File: src/rtl/stream_take_arbiter_pkg.sv
// Shared definitions for the stream take arbiter: FSM states, default widths
// and small index helpers.
package stream_take_arbiter_pkg;

  // Payload width alias for the stream/int element.
  localparam int unsigned INT_N    = 32;
  localparam int unsigned DEF_NREQ = 4;
  localparam int unsigned DEF_CW   = 4;

  typedef enum logic [1:0] {
    ST_IDLE   = 2'd0,
    ST_STREAM = 2'd1,
    ST_DRAIN  = 2'd2
  } arb_state_e;

  // Index width for n requesters, never narrower than one bit.
  function automatic int unsigned idx_w(input int unsigned n);
    return (n > 1) ? $clog2(n) : 1;
  endfunction

  // Successor of i in a ring of n slots.
  function automatic int unsigned wrap_inc(input int unsigned i, input int unsigned n);
    return (i + 1 >= n) ? 0 : i + 1;
  endfunction

endpackage

File: src/rtl/stream_take_arbiter_if.sv
// Request, upstream stream and per-requester output bundle of the stream take arbiter.
// master = requesters/producer side, slave = arbiter side.
interface stream_take_arbiter_if
  import stream_take_arbiter_pkg::*;
#(
  parameter int unsigned NREQ = DEF_NREQ,
  parameter int unsigned CW   = DEF_CW,
  parameter int unsigned DW   = INT_N
) ();

  localparam int unsigned IW = idx_w(NREQ);

  logic [NREQ-1:0]    req_valid;
  logic [NREQ*CW-1:0] req_count;
  logic [NREQ-1:0]    req_ready;
  logic [DW-1:0]      sIn;
  logic               sIn_valid;
  logic               sIn_ready;
  logic [DW-1:0]      dOut;
  logic [NREQ-1:0]    dOut_valid;
  logic [NREQ-1:0]    dOut_ready;
  logic [IW-1:0]      grant_id;
  logic               busy;

  modport master (
    output req_valid, req_count, sIn, sIn_valid, dOut_ready,
    input  req_ready, sIn_ready, dOut, dOut_valid, grant_id, busy
  );

  modport slave (
    input  req_valid, req_count, sIn, sIn_valid, dOut_ready,
    output req_ready, sIn_ready, dOut, dOut_valid, grant_id, busy
  );

endinterface

File: src/rtl/stream_take_arbiter_rr_pick.sv
// Rotate-priority encoder: first set bit of req at or above ptr, wrapping to 0.
module stream_take_arbiter_rr_pick #(
  parameter int unsigned N  = 4,
  parameter int unsigned IW = 2
) (
  input  logic [N-1:0]  req,
  input  logic [IW-1:0] ptr,
  output logic          found,
  output logic [IW-1:0] idx
);

  int unsigned cand;

  always_comb begin
    found = 1'b0;
    idx   = '0;
    cand  = 0;
    for (int unsigned k = 0; k < N; k++) begin
      cand = 32'(ptr) + k;
      if (cand >= N) cand = cand - N;
      if (!found && req[IW'(cand)]) begin
        found = 1'b1;
        idx   = IW'(cand);
      end
    end
  end

endmodule

File: src/rtl/stream_take_arbiter.sv
// Round-robin arbiter handing one upstream stream to NREQ burst consumers.
// Optional STREAM_ARB_PRIO_EN: requester 0 gets strict priority at arbitration.
module stream_take_arbiter
  import stream_take_arbiter_pkg::*;
#(
  parameter int unsigned NREQ = DEF_NREQ,
  parameter int unsigned CW   = DEF_CW,
  parameter int unsigned DW   = INT_N
) (
  input  logic                 clk,
  input  logic                 rst,
  stream_take_arbiter_if.slave bus
);

  localparam int unsigned IW = idx_w(NREQ);

`ifdef STREAM_ARB_PRIO_EN
  localparam bit PRIO_EN = 1'b1;
`else
  localparam bit PRIO_EN = 1'b0;
`endif

  arb_state_e      state_q, state_d;
  logic [IW-1:0]   rr_q, rr_d;
  logic [IW-1:0]   gnt_q, gnt_d;
  logic [CW-1:0]   rem_q, rem_d;
  logic            full_q, full_d;
  logic [DW-1:0]   dout_q, dout_d;
  logic            busy_q, busy_d;

  logic [CW-1:0]   cnt_arr [NREQ];
  logic [NREQ-1:0] pick_req;
  logic            pick_found, win_found;
  logic [IW-1:0]   pick_idx, win_idx;
  logic [NREQ-1:0] gnt_oh;
  logic [NREQ-1:0] req_ready_c;
  logic            sin_ready_c;
  logic            ld, unld;

  for (genvar gi = 0; gi < NREQ; gi++) begin : g_cnt
    assign cnt_arr[gi] = bus.req_count[gi*CW +: CW];
  end

  // Under priority, requester 0 is taken out of the rotation and checked first.
  assign pick_req = PRIO_EN ? (bus.req_valid & ~NREQ'(1)) : bus.req_valid;

  stream_take_arbiter_rr_pick #(
    .N  (NREQ),
    .IW (IW)
  ) u_pick (
    .req   (pick_req),
    .ptr   (rr_q),
    .found (pick_found),
    .idx   (pick_idx)
  );

  always_comb begin
    win_found = pick_found;
    win_idx   = pick_idx;
    if (PRIO_EN && bus.req_valid[0]) begin
      win_found = 1'b1;
      win_idx   = '0;
    end
  end

  // A priority grant of requester 0 leaves the rotation where it was.
  function automatic logic [IW-1:0] rr_next(input logic [IW-1:0] g, input logic [IW-1:0] cur);
    if (PRIO_EN && g == '0) return cur;
    return IW'(wrap_inc(32'(g), NREQ));
  endfunction

  assign gnt_oh = NREQ'(1) << gnt_q;

  // Next-state, counter, output register and handshake logic.
  always_comb begin
    state_d     = state_q;
    rr_d        = rr_q;
    gnt_d       = gnt_q;
    rem_d       = rem_q;
    full_d      = full_q;
    dout_d      = dout_q;
    req_ready_c = '0;
    sin_ready_c = 1'b0;
    ld          = 1'b0;
    unld        = full_q & |(bus.dOut_ready & gnt_oh);

    case (state_q)
      ST_IDLE: begin
        if (win_found) begin
          req_ready_c = NREQ'(1) << win_idx;
          gnt_d       = win_idx;
          rem_d       = cnt_arr[win_idx];
          if (cnt_arr[win_idx] == '0) rr_d = rr_next(win_idx, rr_q);
          else                        state_d = ST_STREAM;
        end
      end
      ST_STREAM: begin
        sin_ready_c = !full_q | |(bus.dOut_ready & gnt_oh);
        ld          = sin_ready_c & bus.sIn_valid;
        if (ld) begin
          rem_d = rem_q - CW'(1);
          if (rem_q == CW'(1)) state_d = ST_DRAIN;
        end
      end
      ST_DRAIN: begin
        if (unld) begin
          rr_d    = rr_next(gnt_q, rr_q);
          state_d = ST_IDLE;
        end
      end
      default: state_d = ST_IDLE;
    endcase

    // Load wins over unload so a same-cycle swap keeps the register full.
    if (ld) begin
      full_d = 1'b1;
      dout_d = bus.sIn;
    end else if (unld) begin
      full_d = 1'b0;
    end

    // Nothing is accepted from requesters or upstream during reset.
    if (rst) begin
      req_ready_c = '0;
      sin_ready_c = 1'b0;
    end
  end

  assign busy_d = (state_d != ST_IDLE) | full_d;

  always_ff @(posedge clk) begin
    if (rst) begin
      state_q <= ST_IDLE;
      rr_q    <= '0;
      gnt_q   <= '0;
      rem_q   <= '0;
      full_q  <= 1'b0;
      dout_q  <= '0;
      busy_q  <= 1'b0;
    end else begin
      state_q <= state_d;
      rr_q    <= rr_d;
      gnt_q   <= gnt_d;
      rem_q   <= rem_d;
      full_q  <= full_d;
      dout_q  <= dout_d;
      busy_q  <= busy_d;
    end
  end

  assign bus.req_ready  = req_ready_c;
  assign bus.sIn_ready  = sin_ready_c;
  assign bus.dOut       = dout_q;
  assign bus.dOut_valid = full_q ? gnt_oh : '0;
  assign bus.grant_id   = gnt_q;
  assign bus.busy       = busy_q;

endmodule

File: src/flat_wrapper.sv
// flat-port wrapper written by rule: the top's interface ports become plain ports
module stream_take_arbiter_flat import stream_take_arbiter_pkg::*;
#(
  parameter int unsigned NREQ = DEF_NREQ,
  parameter int unsigned CW   = DEF_CW,
  parameter int unsigned DW   = INT_N
)
  (clk, rst, bus_req_valid, bus_req_count, bus_sIn, bus_sIn_valid, bus_dOut_ready, bus_req_ready, bus_sIn_ready, bus_dOut, bus_dOut_valid, bus_grant_id, bus_busy);
  stream_take_arbiter_if #(.NREQ(NREQ), .CW(CW), .DW(DW)) bus_i ();
  input  logic clk;
  input  logic rst;
  input wire logic [$bits(bus_i.req_valid)-1:0] bus_req_valid;
  input wire logic [$bits(bus_i.req_count)-1:0] bus_req_count;
  input wire logic [$bits(bus_i.sIn)-1:0] bus_sIn;
  input wire logic [$bits(bus_i.sIn_valid)-1:0] bus_sIn_valid;
  input wire logic [$bits(bus_i.dOut_ready)-1:0] bus_dOut_ready;
  output wire logic [$bits(bus_i.req_ready)-1:0] bus_req_ready;
  output wire logic [$bits(bus_i.sIn_ready)-1:0] bus_sIn_ready;
  output wire logic [$bits(bus_i.dOut)-1:0] bus_dOut;
  output wire logic [$bits(bus_i.dOut_valid)-1:0] bus_dOut_valid;
  output wire logic [$bits(bus_i.grant_id)-1:0] bus_grant_id;
  output wire logic [$bits(bus_i.busy)-1:0] bus_busy;
  assign bus_i.req_valid = bus_req_valid;
  assign bus_i.req_count = bus_req_count;
  assign bus_i.sIn = bus_sIn;
  assign bus_i.sIn_valid = bus_sIn_valid;
  assign bus_i.dOut_ready = bus_dOut_ready;
  assign bus_req_ready = bus_i.req_ready;
  assign bus_sIn_ready = bus_i.sIn_ready;
  assign bus_dOut = bus_i.dOut;
  assign bus_dOut_valid = bus_i.dOut_valid;
  assign bus_grant_id = bus_i.grant_id;
  assign bus_busy = bus_i.busy;
  stream_take_arbiter #(.NREQ(NREQ), .CW(CW), .DW(DW)) u_core (.clk(clk), .rst(rst), .bus(bus_i));
endmodule
File: config.mk
export PLATFORM = sky130hd
export DESIGN_NAME = stream_take_arbiter_flat
export DESIGN_NICKNAME = d
export VERILOG_FILES = /design/src/rtl/stream_take_arbiter_pkg.sv /design/src/rtl/stream_take_arbiter_if.sv /design/src/rtl/stream_take_arbiter_rr_pick.sv /design/src/rtl/stream_take_arbiter.sv /design/src/flat_wrapper.sv
export SDC_FILE = /design/constraint.sdc
export NUM_CORES = 1
export LEC_CHECK = 0
export BUFFER_PORTS_ARGS = -buffer_cell sky130_fd_sc_hd__buf_4
export CAP_MARGIN = 30
export CELL_PAD_IN_SITES_DETAIL_PLACEMENT = 1
export CELL_PAD_IN_SITES_GLOBAL_PLACEMENT = 1
export CORE_ASPECT_RATIO = 0.9
export CORE_MARGIN = 8
export CORE_UTILIZATION = 33
export DETAILED_ROUTE_END_ITERATION = 16
export PLACE_DENSITY = 0.9
export SYNTH_ARGS = -nofsm -noshare
export SYNTH_HDL_FRONTEND = slang
export SYNTH_SLANG_ARGS = --single-unit
File: constraint.sdc
create_clock -name clk -period 2.7 [get_ports clk]
set_clock_uncertainty 0.05 [all_clocks]
set_input_delay 0.135 -clock clk [delete_from_list [all_inputs] [get_ports clk]]
set_output_delay 0.135 -clock clk [all_outputs]
set_load 0.02 [all_outputs]
==> impl_metrics.tcl <==
set metrics [dict create \
    status "completed" \
    synth_mux_area_share_pct 0.893 \
    grt.overflow.total 0 \
    slowest_delay_ns 0.44 \
    syn_area_um2 2240 \
    cts_buffer_depth 2 \
    p_seq_share_pct 44.1 \
    antenna_found_initial 0 \
    insertion_delay_ns 0.29 \
    clkPwrFrac_pct 25.3 \
    core_region_area_um2 6590 \
    p_leak_nw 1.38 \
    nets 445 \
    drive_above_1_share_pct 34.0 \
    fmax_mhz 429 \
    start_util_pct 34.0 \
    area_delta_synth_final_pct 41.7 \
    critPathRequiredTime_ns 2.85 \
    synth_top_family_by_area "simple AND/OR/NAND/NOR gates" \
    fin_crit_ns 2.33 \
    drv_cap 0 \
    syn_area_per_cell_um2 8.03 \
    crit_arrival_ns 2.48 \
    routed_via_density 4.99 \
    drt-initial-drc-count 90 \
    cpMaxStageDelayCell "dfxtp_1" \
    gp_congestion 0.739 \
    syn_nets 348 \
    critPathMaxFanout 8 \
    ys.warnings.count 0 \
    synthAdderAreaFrac_pct 5.58 \
    antenna_left 0 \
    powerDensity_nw_per_um2 528 \
    worst_pin_slew_ns 0.678 \
    hpwlAfterDp_mm 5.80 \
    rows 28 \
    holdBufCountCts 0 \
    synthTopCellsByArea "dfxtp_1 39%, nand2_1 12%, a21oi_1 8.3%" \
    setup_viol 0 \
    critPathCaptureType "flip-flop" \
    htree_levels 2 \
    root_buffer "clkbuf_8" \
    hp-class "input pin to flip-flop" \
    die_w_um 103 \
    peakVddDrop_mv 0.303 \
    wirelength_mm 7.48 \
    use_met2_pct 26.9 \
    synthFlopType "dfxtp_1" \
    finalHoldViolations 0 \
    syn-instance-count 279 \
    numCtsBuffers 5 \
    dr_total_vias 2328 \
    ys_ff_latch 44 \
    synth_simple_gate_area_share_pct 26.2 \
    yosys-top-cells-count "70 x nand2_1, 44 x dfxtp_1, 37 x a21oi_1" \
    p_sw_w 0.000548 \
    cts_num_sinks 44 \
    synth_top_area_share_pct 39.3 \
    die_y_um 94.2 \
    met3_usage_pct 5.70 \
    combPwrFrac_pct 30.6 \
    post-route-period-util_pct 86.3 \
    path_cells "and2_4 -> o211a_1 -> nor2_8 -> a211oi_1 -> a2bb2oi_2 -> nand3_1 -> a221oi_2" \
    synth_cell_types 43 \
    gr-usage-met1_pct 17.0 \
    path_class "flip-flop to flip-flop" \
    cp-start-kind "flip-flop" \
    synthArstFlopShare_pct 0 \
    drt_first_pass_iters 4 \
    cts_tree "yes" \
    synth_top_area_cell "dfxtp_1" \
    yosysSeqAreaShare_pct 39.3 \
    die_area_um2 9690 \
    yosysMostFrequentCell "nand2_1" \
    first_global_vias 2548 \
    slew_headroom_pct 54.4 \
    final.setup.tns_ns 0 \
    grt_use_total_pct 15.3 \
    routedWlPerCell_um 16.0 \
    drc 0 \
    grt_pass1_wl_mm 12.0 \
    finalPower_w 0.00168 \
    synth_compound_area_share_pct 23.6 \
    slew_violations 0 \
    synth-edff-count 0 \
    clk_pin_slew_ns 0.09 \
    rsz0062_at_grt "false" \
    n_antenna_cell 0 \
    p_int_w 0.00113 \
    synthXorXnorAreaFrac_pct 0 \
    grt_start_max_net_pins 47 \
    grt_busiest_layer "met2" \
    port_buffers 102 \
    io_pins 103 \
    netSwitchingFraction_pct 32.7 \
]
## registers in the layout (all words and copies together) (netlist names)
signal,cells
u_core.full_q,1
u_core.rem_q,4
u_core.rr_q,2
u_core.bus.grant_id,2
u_core.bus.busy,1
u_core.bus.dOut,32
u_core.state_q,2
## path summary, 6_finish.rpt
path                            cells after the start  slack, ns             endpoint           startpoint
worst max-delay path                                7       0.37       u_core.rr_q[0]       u_core.rr_q[1]
worst min-delay path                                3       0.04   u_core.bus.dOut[9]           bus_sIn[9]
worst max register to register                      7       0.37       u_core.rr_q[0]       u_core.rr_q[1]
worst min register to register                      2       0.41  u_core.bus.dOut[27]  u_core.bus.dOut[27]
## worst max-delay path: cells and delay by family, from the launching register on
family	cells	cell delay, ns
AOI/OAI and AO/OA	4	1.27
DFF	1	0.44
and+or+nand+nor	3	0.47
## final cells by class
cell class              count  area, µm²
repair buffers            104        781
multi-input cells         214       1270
well taps                  90        113
inverters                   7       38.8
fillers                   843       3410
flip-flops and latches     44        881
clock inverters             2       10.0
clock buffers               6       82.6
## stage by stage
stage / hold slack [ns] / util, % / instance area, µm² / setup slack (ns) / cells
4_1_cts: 0.0307 / 48.1 / 3170 / 0.157 / 467
6_report: 0.0377 / 48.2 / 3170 / 0.369 / 467
3_3_place_gp: 0.332 / 46.7 / 3070 / 0.394 / 459
5_1_grt: 0.0287 / 48.2 / 3170 / 0.116 / 467
2_1_floorplan: 0.221 / - / 2240 / 0.468 / 279
3_5_place_dp: 0.345 / 46.7 / 3070 / 0.179 / 459
## what timing repair did
item                       in CTS  in global routing
setup endpoints to repair       0                  3
resized for setup               0                  2
setup buffers                   0                  0
## cells by family after synthesis
logic type	count (synthesis)
AOI/OAI and AO/OA	74
buffers and inverters	21
and+or+nand+nor	128
DFF	44
muxes	2
adders and majority gates	10
## power groups by stage
stage	Combinational, W	Sequential [W]	Clock, W
floorplan	0.000270	0.000789	0
global placement	0.000494	0.000750	0
detailed placement	0.000516	0.000754	0
CTS	0.000517	0.000740	0.000442
global route	0.000566	0.000748	0.000478
finish	0.000512	0.000739	0.000425
## metal layers
metal / wire length, µm / vias up
met5: 0 / -
met4: 81 / 0
met3: 593 / 6
met2: 3820 / 61
met1: 2980 / 1115
li1: - / 1146
## cells in the final DEF, fill, tap and decap left out, types with 4 or more instances in the layout
cell        n
nor3_1      7
dfxtp_1    44
and2_1      8
a21boi_0    4
o21ai_0     6
nand2_1    70
nor2_1     12
clkbuf_8    6
buf_4     104
nand3_1    12
ha_1       10
a21oi_1    37
nand2b_1    6
inv_1       6
No activity file was read; power rests on OpenSTA's default activity.
